File: src/rtl/cache_mem_arbiter.sv
// cache_mem_arbiter
//
// Shares one backing-memory port between the I-cache and the D-cache.
// Each cache asks for a whole line: an I-cache refill, a D-cache refill or a
// D-cache writeback. One requester is granted at a time, with round-robin
// priority on a tie. The line then runs as a burst of WORDS_PER_LINE word
// beats on the memory port.
//
// Ports
//   clk, rst               clock; synchronous active-high reset
//   ic_req/ic_addr         I-cache refill request and line address
//   ic_rdata/ic_rvalid     I-cache refill beat data and qualifier
//   ic_done                one-cycle pulse at the end of an I-cache line
//   dc_req/dc_we/dc_addr   D-cache request, direction (1 = writeback), line address
//   dc_wdata/dc_wready     writeback word for beat_idx and its accept strobe
//   dc_rdata/dc_rvalid     D-cache refill beat data and qualifier
//   dc_done                one-cycle pulse at the end of a D-cache line
//   beat_idx               word index of the current beat within the line
//   busy                   high while a transaction is in flight (BURST or DONE)
//   mem_valid/mem_we       memory beat request and direction
//   mem_addr/mem_wdata     beat byte address and write data
//   mem_ready/mem_rdata    beat completion and read data from memory
module cache_mem_arbiter #(
  parameter int WORDS_PER_LINE = 4,
  parameter int ADDR_W         = 32,
  parameter int DATA_W         = 32
) (
  input  logic                              clk,
  input  logic                              rst,
  input  logic                              ic_req,
  input  logic [ADDR_W-1:0]                 ic_addr,
  output logic [DATA_W-1:0]                 ic_rdata,
  output logic                              ic_rvalid,
  output logic                              ic_done,
  input  logic                              dc_req,
  input  logic                              dc_we,
  input  logic [ADDR_W-1:0]                 dc_addr,
  input  logic [DATA_W-1:0]                 dc_wdata,
  output logic                              dc_wready,
  output logic [DATA_W-1:0]                 dc_rdata,
  output logic                              dc_rvalid,
  output logic                              dc_done,
  output logic [$clog2(WORDS_PER_LINE)-1:0] beat_idx,
  output logic                              busy,
  output logic                              mem_valid,
  output logic                              mem_we,
  output logic [ADDR_W-1:0]                 mem_addr,
  output logic [DATA_W-1:0]                 mem_wdata,
  input  logic                              mem_ready,
  input  logic [DATA_W-1:0]                 mem_rdata
);

  localparam int BEAT_W  = $clog2(WORDS_PER_LINE);
  localparam int BYTE_SH = $clog2(DATA_W / 8);
  localparam int OFF_W   = BEAT_W + BYTE_SH;

  // Clears the line-offset bits; applied to the full address so every bit is used.
  localparam logic [ADDR_W-1:0] LINE_MASK = ~((ADDR_W'(1) << OFF_W) - ADDR_W'(1));
  localparam logic [BEAT_W-1:0] LAST_BEAT = BEAT_W'(WORDS_PER_LINE - 1);

  typedef enum logic [1:0] {
    S_IDLE  = 2'd0,
    S_BURST = 2'd1,
    S_DONE  = 2'd2
  } state_e;

  state_e              state_q;
  logic                owner_dc_q;  // 1 = D-cache owns the current transaction
  logic                we_q;        // latched direction of the current transaction
  logic                last_dc_q;   // 1 = last grant went to the D-cache
  logic [ADDR_W-1:0]   base_q;
  logic [BEAT_W-1:0]   beat_q;

  logic                grant_dc_d;
  logic [ADDR_W-1:0]   base_d;

  // Round-robin: on a tie the requester that was not granted last wins.
  always_comb begin
    grant_dc_d = dc_req & (~ic_req | ~last_dc_q);
    base_d     = (grant_dc_d ? dc_addr : ic_addr) & LINE_MASK;
  end

  always_ff @(posedge clk) begin
    if (rst) begin
      state_q    <= S_IDLE;
      owner_dc_q <= 1'b0;
      we_q       <= 1'b0;
      last_dc_q  <= 1'b0;
      base_q     <= '0;
      beat_q     <= '0;
    end else begin
      case (state_q)
        S_IDLE: begin
          if (ic_req | dc_req) begin
            owner_dc_q <= grant_dc_d;
            we_q       <= grant_dc_d & dc_we;
            base_q     <= base_d;
            beat_q     <= '0;
            state_q    <= S_BURST;
          end
        end
        S_BURST: begin
          // Everything holds while memory stalls the beat.
          if (mem_ready) begin
            beat_q <= beat_q + BEAT_W'(1);
            if (beat_q == LAST_BEAT) begin
              state_q <= S_DONE;
            end
          end
        end
        S_DONE: begin
          // Requests are ignored here; the owner drops its req after seeing done.
          last_dc_q <= owner_dc_q;
          state_q   <= S_IDLE;
        end
        default: begin
          state_q <= S_IDLE;
          beat_q  <= '0;
        end
      endcase
    end
  end

  logic in_burst;
  logic in_done;
  logic beat_fire;

  always_comb begin
    in_burst  = (state_q == S_BURST);
    in_done   = (state_q == S_DONE);
    beat_fire = in_burst & mem_ready;

    busy      = in_burst | in_done;
    beat_idx  = beat_q;

    mem_valid = in_burst;
    mem_we    = in_burst & we_q;
    // The base has its offset bits cleared, so the add never carries out of the line.
    mem_addr  = in_burst ? (base_q + (ADDR_W'(beat_q) << BYTE_SH)) : '0;
    mem_wdata = dc_wdata;

    ic_rdata  = mem_rdata;
    dc_rdata  = mem_rdata;
    ic_rvalid = beat_fire & ~owner_dc_q;
    dc_rvalid = beat_fire & owner_dc_q & ~we_q;
    dc_wready = beat_fire & owner_dc_q & we_q;

    ic_done   = in_done & ~owner_dc_q;
    dc_done   = in_done & owner_dc_q;
  end

endmodule

File: config.mk
export PLATFORM = sky130hd
export DESIGN_NAME = cache_mem_arbiter
export DESIGN_NICKNAME = d
export VERILOG_FILES = /design/src/rtl/cache_mem_arbiter.sv
export SDC_FILE = /design/constraint.sdc
export NUM_CORES = 1
export LEC_CHECK = 0
export CAP_MARGIN = 20
export CELL_PAD_IN_SITES_DETAIL_PLACEMENT = 0
export CELL_PAD_IN_SITES_GLOBAL_PLACEMENT = 1
export CORE_MARGIN = 2
export CORE_UTILIZATION = 18
export DETAILED_ROUTE_END_ITERATION = 10
export GPL_ROUTABILITY_DRIVEN = 0
export GPL_TIMING_DRIVEN = 0
export PLACE_DENSITY_LB_ADDON = 0.1
export SLEW_MARGIN = 30
export SYNTH_ARGS = -nofsm -noshare
export SYNTH_HDL_FRONTEND = slang
export SYNTH_SLANG_ARGS = --single-unit
File: constraint.sdc
create_clock -name clk -period 1.6 [get_ports clk]
set_input_delay 0.32 -clock clk [delete_from_list [all_inputs] [get_ports clk]]
set_output_delay 0.32 -clock clk [all_outputs]
set_load 0.005 [all_outputs]
==> results of run 1 <==
[area by class of cell]
| type | count | area (µm²) |
|---|---|---|
| fill | 1451 | 8390 |
| timing repair buffer | 224 | 2250 |
| multi-input combinational | 185 | 1180 |
| buffer | 115 | 911 |
| sequential | 35 | 706 |
| tap | 180 | 225 |
| clock buffer | 5 | 125 |
| inverter | 5 | 21.3 |
| clock inverter | 3 | 15.0 |
[stage by stage]
step	setup WS (ns)	setup TNS [ns]
global route	-0.197	-5.06
finish	-0.155	-3.53
detailed placement	-0.651	-29.54
floorplan	0.255	0
global placement	-0.661	-28.30
CTS	-0.184	-4.05
[final timing paths]
kind | startpoint | to | slack (ns) | cells past startpoint
setup / recovery | state_q[1] | mem_addr[3] | -0.16 | 6
hold / removal | beat_idx[1] | beat_idx[1] | 0.52 | 2
setup reg to reg | state_q[1] | beat_idx[0] | 0.05 | 7
hold reg to reg | beat_idx[1] | beat_idx[1] | 0.52 | 2
[report_power, final]
| part | leakage, µW | switching [µW] | internal, µW | total (µW) |
|---|---|---|---|---|
| clock network | 0.0000733 | 390 | 569 | 959 |
| registers | 0.000291 | 70.9 | 992 | 1060 |
| logic | 0.00206 | 621 | 1130 | 1750 |
[placed cells by master, fill, tap and decap left out, types with 3 or more instances in the layout]
cell	n
nand2_1	30
ha_4	4
inv_1	3
clkbuf_16	8
o21ai_0	24
a21oi_1	57
buf_4	112
and2_4	28
clkbuf_2	3
clkinv_2	3
dlymetal6s2s_1	3
buf_6	45
clkdlybuf4s50_1	156
dfxtp_1	33
buf_2	10
nor2_1	7
o21ai_1	4
and2_1	4
clkbuf_4	3
[state kept, by name (all words and copies together) (netlist names)]
| register | count |
|---|---|
| state_q | 2 |
| we_q | 1 |
| last_dc_q | 1 |
| beat_idx | 2 |
| base_q | 28 |
| owner_dc_q | 1 |
[kinds of logic after synthesis]
group           after synthesis  synth area share
flops                        35             0.276
simple gates                 80             0.159
compound gates               98             0.210
other cells                   1           0.00147
fa+ha+maj                     5            0.0246
buf+inv                     120             0.329
[synthesized netlist by cell type (all sizes together)]
cell,count
inv,5
a31oi,1
o31ai,2
o311ai,2
o21a,1
o311a,1
a21boi,1
a32oi,1
clkbuf,8
nand2,31
a21bo,1
buf,107
dfxtp,35
conb,1
a22oi,1
nor3,2
nand3,1
o41ai,1
nor2b,2
nor2,8
nand2b,1
or3b,1
o21ai,29
a21oi,57
nand3b,1
ha,5
nor3b,1
and2,32
[critical path: cells and delay by family (launching register included)]
kind                     cells  cell delay (ns)
AND/OR/NAND/NOR              1             0.14
flip-flops                   1             0.36
buffers and inverters        4             0.44
adder cells (fa/ha/maj)      1             0.22
[per-layer routing]
metal	up-vias	GRT usage	share of wire
met5	-	0	0
met4	0	0.0251	0.0064
li1	1479	-	-
met1	1332	0.156	0.40
met2	154	0.234	0.51
met3	6	0.0307	0.090
[what timing repair did]
item	4_1_cts	5_1_grt
setup endpoints to repair	65	66
resized for setup	230	57
hold endpoints to repair	0	0
gates cloned	3	0
pin swaps	20	17
buffers inserted	19	5
==> results by group, run 1 <==
Global routing
  – GR Overflow Total: 0
  – First-pass GRT wire length: 14900 µm
  – Gr usage total: 0.130
  – Vias in the first global route: between 2000 and 3000
  – Initial antenna violation count: 0
  – Largest net degree at the start of global routing: 12

Final layout
  – Synthesis-to-layout area growth: 114%
  – Finished Layout Cells: about 750
  – Cell area after layout: roughly 5400 µm²
  – Final Util: 0.393
  – Ant diodes: 0
  – Layout cells sized above 1: 0.409
  – Final net count: just over 700

Clocking
  – Clock Tree Root: clkbuf_16
  – Sink Count: 35
  – Clock buffer count from CTS: 5
  – CTS Buffer Depth: 2
  – Number of hold buffers added after cts: 0
  – CTS tree: yes
  – Clock-pin slew on the worst setup and hold paths: around 0.060 ns
  – CTS H-Tree Depth: 2
  – Clk_lat worst skew: about 0.28 ns

Floorplanning
  – Die Ht: approximately 120 µm
  – Row cnt: 43
  – Starting density of the core: 0.184
  – Die Footprint: 15100 µm²
  – Die Wd: ~120 µm
  – Core area: 13800 µm²
  – # IOs: roughly 270

Job
  – Max-Cap Viols: 0

Timing
  – RSZ-0062 raised after global routing: yes
  – Fin. max-slew vios: 0
  – Min Clock Period, post-route: around 1.8 ns
  – Final worst path period share: 1.10
  – Fmax: 0.570 GHz
  – Final setup fails: 35
  – Final Hold Viols: 0
  – Post-route setup slack: -0.155 ns
  – Worst hold slack: approximately 0.52 ns
  – Clock Skew: around 0.0052 ns

Power and ir drop
  – Overall power: roughly 3800 µW
  – Peak VDD IR: approximately 0.00039 V
  – Pleak: between 0.002 and 0.0025 µW
  – Pwr Density: between 600 and 700 nW/µm²

Drt
  – Avg WL per Cell: 13.9 µm
  – Routed wire length: around 10000 µm
  – Vias per inst: 3.95
  – DRC viols: 0
  – DRT iter0 DRCs: 65
  – Initial DRT Pass Iterations: 4
  – Routed Antenna Nets: 0
  – Vias: slightly below 3000

Yosys
  – FF+latch count, synth: 35
  – Yosys top cell area share: 0.298
  – Avg Inst Size Synth: roughly 7.5 µm²
  – Post-Syn Area: between 2000 and 3000 µm²
  – Seq/Total Area, Yosys: 0.276
  – Synth top area cells: buf_4 (30%), dfxtp_1 (28%), a21oi_1 (11%)
  – Ys Warns: 0
  – Cell taking the most area after synthesis: buf_4
  – Post-synth cell types: 30
  – Post-Syn Instances: roughly 340

Placement
  – Port Buf Inserts: approximately 200
  – Detailed Place HPWL: 7640 µm
  – Area post-placement: about 4700 µm²
  – DP Cell Count: roughly 720

Critical path
  – Critical Path Slowest Stage Cell: dfxtp_2
  – Required time worst endpoint: around 1.3 ns
  – Crit. End Element: output pin
  – Worst Path Max Fanout: 7
  – Max stage delay on crit path: between 0.3 and 0.4 ns
  – Worst setup SP type: flip-flop
  – Arr. time, crit path: between 1 and 1.5 ns
  – CP Class: flip-flop to output pin
  – Crit-path cells: inv_4 -> ha_4 -> clkbuf_8 -> buf_6 -> and2_1 -> buf_2

Status
  – Status: finished, violations left
  – Failing checks: negative setup slack

Min path
  – Worst Hold Class: flip-flop to flip-flop
Power figures use the tool's default switching activity.
==> run 2: changes to the inputs <==
--- a/config.mk
+++ b/config.mk
@@ -8,9 +8,10 @@
 export CAP_MARGIN = 20
 export CELL_PAD_IN_SITES_DETAIL_PLACEMENT = 0
 export CELL_PAD_IN_SITES_GLOBAL_PLACEMENT = 1
-export CORE_MARGIN = 2
-export CORE_UTILIZATION = 18
+export CORE_AREA = 2 2 104 106
 export DETAILED_ROUTE_END_ITERATION = 10
+export DIE_AREA = 0 0 106 108
+export DONT_BUFFER_PORTS = 1
 export GPL_ROUTABILITY_DRIVEN = 0
 export GPL_TIMING_DRIVEN = 0
 export PLACE_DENSITY_LB_ADDON = 0.1
==> run 2 against run 1 <==
Sequential cell count unchanged. Clock-buffer cell count unchanged. The run now ends clean. Critical path depth shrank 2. Wire length down 20%. Setup slack gained 0.17 ns. First-iteration DRC count is 20% lower. Final area fell by 44%. Non-clock buffer count shrank 219. Core utilization decreased by 9.6 points. Critical endpoint is now mem_we. Via count shrank 26%. Sequential power hardly changed.
==> results by group, run 2 (synthesis results as in run 1) <==
Status
  – Status: finished clean

Final layout
  – Synthesis-to-layout area growth: 19.3%
  – FF+latch area: 706 µm² (unchanged)
  – Layout cells sized above 1: 0.456 (+0.0470)
  – Commonest cells after routing, fill and taps aside: buf_4 (106), a21oi_1 (57), dfxtp_1 (33)
  – Top reg by flops: base_q
  – Cell area after layout: 3030 µm² (-44%)
  – Fillers: 1130 (-22%)
  – Commonest non-fill, non-tap cell in the layout: buf_4
  – Area of the multi-input gates: 1120 µm² (-5.0%)
  – Ant diodes: 0 (unchanged)
  – Final net count: 491 (-31%)
  – Largest register FFs: 28 (unchanged)

Job
  – Max-Cap Viols: 0 (unchanged)

Power and ir drop
  – Pwr Density: 873 nW/µm² (+26%)
  – Overall power: 2650 µW (-30%)
  – Sw frac: 0.330 (+0.0423)
  – Net switching power: 872 µW (-19%)
  – Peak VDD IR: 0.000368 V (-5.1%)
  – Clk network pwr share: 0.243 (-0.012)
  – Reg power frac: 0.399 (+0.117)
  – Internal: 1770 µW (-34%)
  – Pleak: 0.00136 µW (-44%)
  – Comb pwr share: 0.358 (-0.105)

Drt
  – Avg WL per Cell: 17.2 µm (+23%)
  – Initial DRT Pass Iterations: 4 (unchanged)
  – Vias per inst: 4.50 (+14%)
  – Routed wire length: 8410 µm (-20%)
  – Routed Antenna Nets: 0 (unchanged)
  – Vias: 2201 (-26%)
  – DRT iter0 DRCs: 52 (-20%)
  – DRC viols: 0 (unchanged)

Placement
  – Area post-placement: 2720 µm² (-43%)
  – Detailed Place HPWL: 6210 µm (-19%)
  – Port Buf Inserts: 0 (-100%)
  – Place WS: -0.170 ns (+0.481 ns)

Clocking
  – CTS Buffer Depth: 2 (unchanged)
  – Clock buffer count from CTS: 5 (unchanged)
  – CTS tree: yes
  – Clock Tree Root: clkbuf_8
  – Number of hold buffers added after cts: 0 (unchanged)
  – Clock-pin slew on the worst setup and hold paths: 0.08 ns (+0.02 ns)
  – Sink Count: 35 (unchanged)
  – CTS H-Tree Depth: 2 (unchanged)
  – Clk_lat worst skew: 0.29 ns (about the same)

Timing
  – Final setup fails: 0 (-100%)
  – Fmax: 0.630 GHz (+11%)
  – Sum Neg Setup Slack: 0 ns (+3.53 ns)
  – Fin. max-slew vios: 0 (unchanged)
  – Worst hold slack: 0.0900 ns (-0.434 ns)
  – Min Clock Period, post-route: 1.59 ns (-0.169 ns)
  – Final Hold Viols: 0 (unchanged)
  – Final worst path period share: 0.991 (-0.106)
  – Post-route setup slack: 0.0139 ns (+0.169 ns)
  – Clock Skew: 0.00649 ns (+0.00128 ns)
  – RSZ-0062 raised after global routing: yes

Min path
  – Hold Path Origin: rst
  – Worst Hold Class: input port to flip-flop
  – Worst Hold Path Cells: 1 (-1)
  – Worst Hold Path EP: state_q[1]

Floorplanning
  – Die Footprint: 11400 µm² (-24%)
  – Core area: 10200 µm² (-26%)
  – Die Wd: 106 µm (-14%)
  – Row cnt: 37 (-14%)
  – Die Ht: 108 µm (-12%)
  – # IOs: 272 (unchanged)
  – Starting density of the core: 0.249 (+0.0646)

Global routing
  – Gr usage total: 0.137 (+0.00714)
  – Initial antenna violation count: 0 (unchanged)
  – Vias in the first global route: 2153 (-22%)
  – GR Overflow Total: 0 (unchanged)
  – Largest net degree at the start of global routing: 12 (unchanged)
  – First-pass GRT wire length: 12100 µm (-19%)

Critical path
  – Worst setup SP type: flip-flop
  – Crit. End Element: output pin
  – CP Class: flip-flop to output pin
  – Worst r2r dst: beat_idx[0]
  – Reg-to-reg setup timing slack: 0.10 ns (+0.05 ns)
  – Required time worst endpoint: 1.28 ns (about the same)
  – Worst Path Max Fanout: 6 (-1)
  – Reg-to-reg startpoint: state_q[1]
  – Arr. time, crit path: 1.27 ns (-0.17 ns)
  – Worst r2r path cells: 6 (-1)
==> run 2: power by group through the flow <==
stage / logic (µW) / clock network [µW] / registers, µW
CTS: 890 / 696 / 1050
floorplan: 603 / 0 / 1040
global placement: 799 / 0 / 1060
global route: 1070 / 728 / 1070
finish: 948 / 643 / 1050
detailed placement: 789 / 0 / 1060
==> run 2: area by class of cell <==
cell class              instances  share of cell area
plain buffers                 115               0.292
clock buffers                   5              0.0227
clock inverters                 3             0.00495
inverters                       5             0.00784
multi-input cells             185               0.369
flip-flops and latches         35               0.233
well taps                     136              0.0561
repair buffers                  5              0.0149
==> run 2: worst max-delay path, cell delays in order (launching register included) <==
cell       delay (ns)
dfxtp_4          0.37
inv_6            0.07
ha_4             0.22
clkbuf_16        0.17
and2_4           0.15
==> run 2: how the worst max path moves through the flow <==
stage | cells after the start | slack, ns | from | to
after detailed placement | 4 | -0.17 | state_q[1] | mem_we
after CTS | 4 | -0.01 | state_q[1] | mem_addr[16]
final | 4 | 0.01 | state_q[1] | mem_we
after global placement | 4 | -0.20 | state_q[1] | mem_we
after global routing | 4 | -0.03 | state_q[1] | mem_we
after floorplan | 5 | 0.25 | state_q[0] | beat_idx[1]
==> run 2: metrics by stage <==
step           instances  utilization
2_1_floorplan        340            -
3_3_place_gp         476        0.266
3_5_place_dp         476        0.266
4_1_cts              485        0.285
5_1_grt              489        0.296
6_report             489        0.296
==> run 2: routing by layer <==
layer / vias up / routed length, µm / GRT usage
met3: 3 / 676 / 0.0338
met2: 131 / 4360 / 0.241
met5: - / 0 / 0
met4: 0 / 18 / 0.0282
met1: 1019 / 3350 / 0.170
li1: 1048 / - / -
==> run 2: repair_timing <==
item,in CTS,in global routing
cloned,0,2
gates resized for setup,28,32
setup buffers,1,2
setup endpoints to repair,54,59
pin swaps,0,16
==> run 3: changes to the inputs <==
--- a/config.mk
+++ b/config.mk
@@ -15,7 +15,7 @@
 export GPL_ROUTABILITY_DRIVEN = 0
 export GPL_TIMING_DRIVEN = 0
 export PLACE_DENSITY_LB_ADDON = 0.1
-export SLEW_MARGIN = 30
+export SLEW_MARGIN = 20
 export SYNTH_ARGS = -nofsm -noshare
 export SYNTH_HDL_FRONTEND = slang
 export SYNTH_SLANG_ARGS = --single-unit
==> results of run 3 <==
The final DEF is identical to that of run 2; final timing and power are the same.
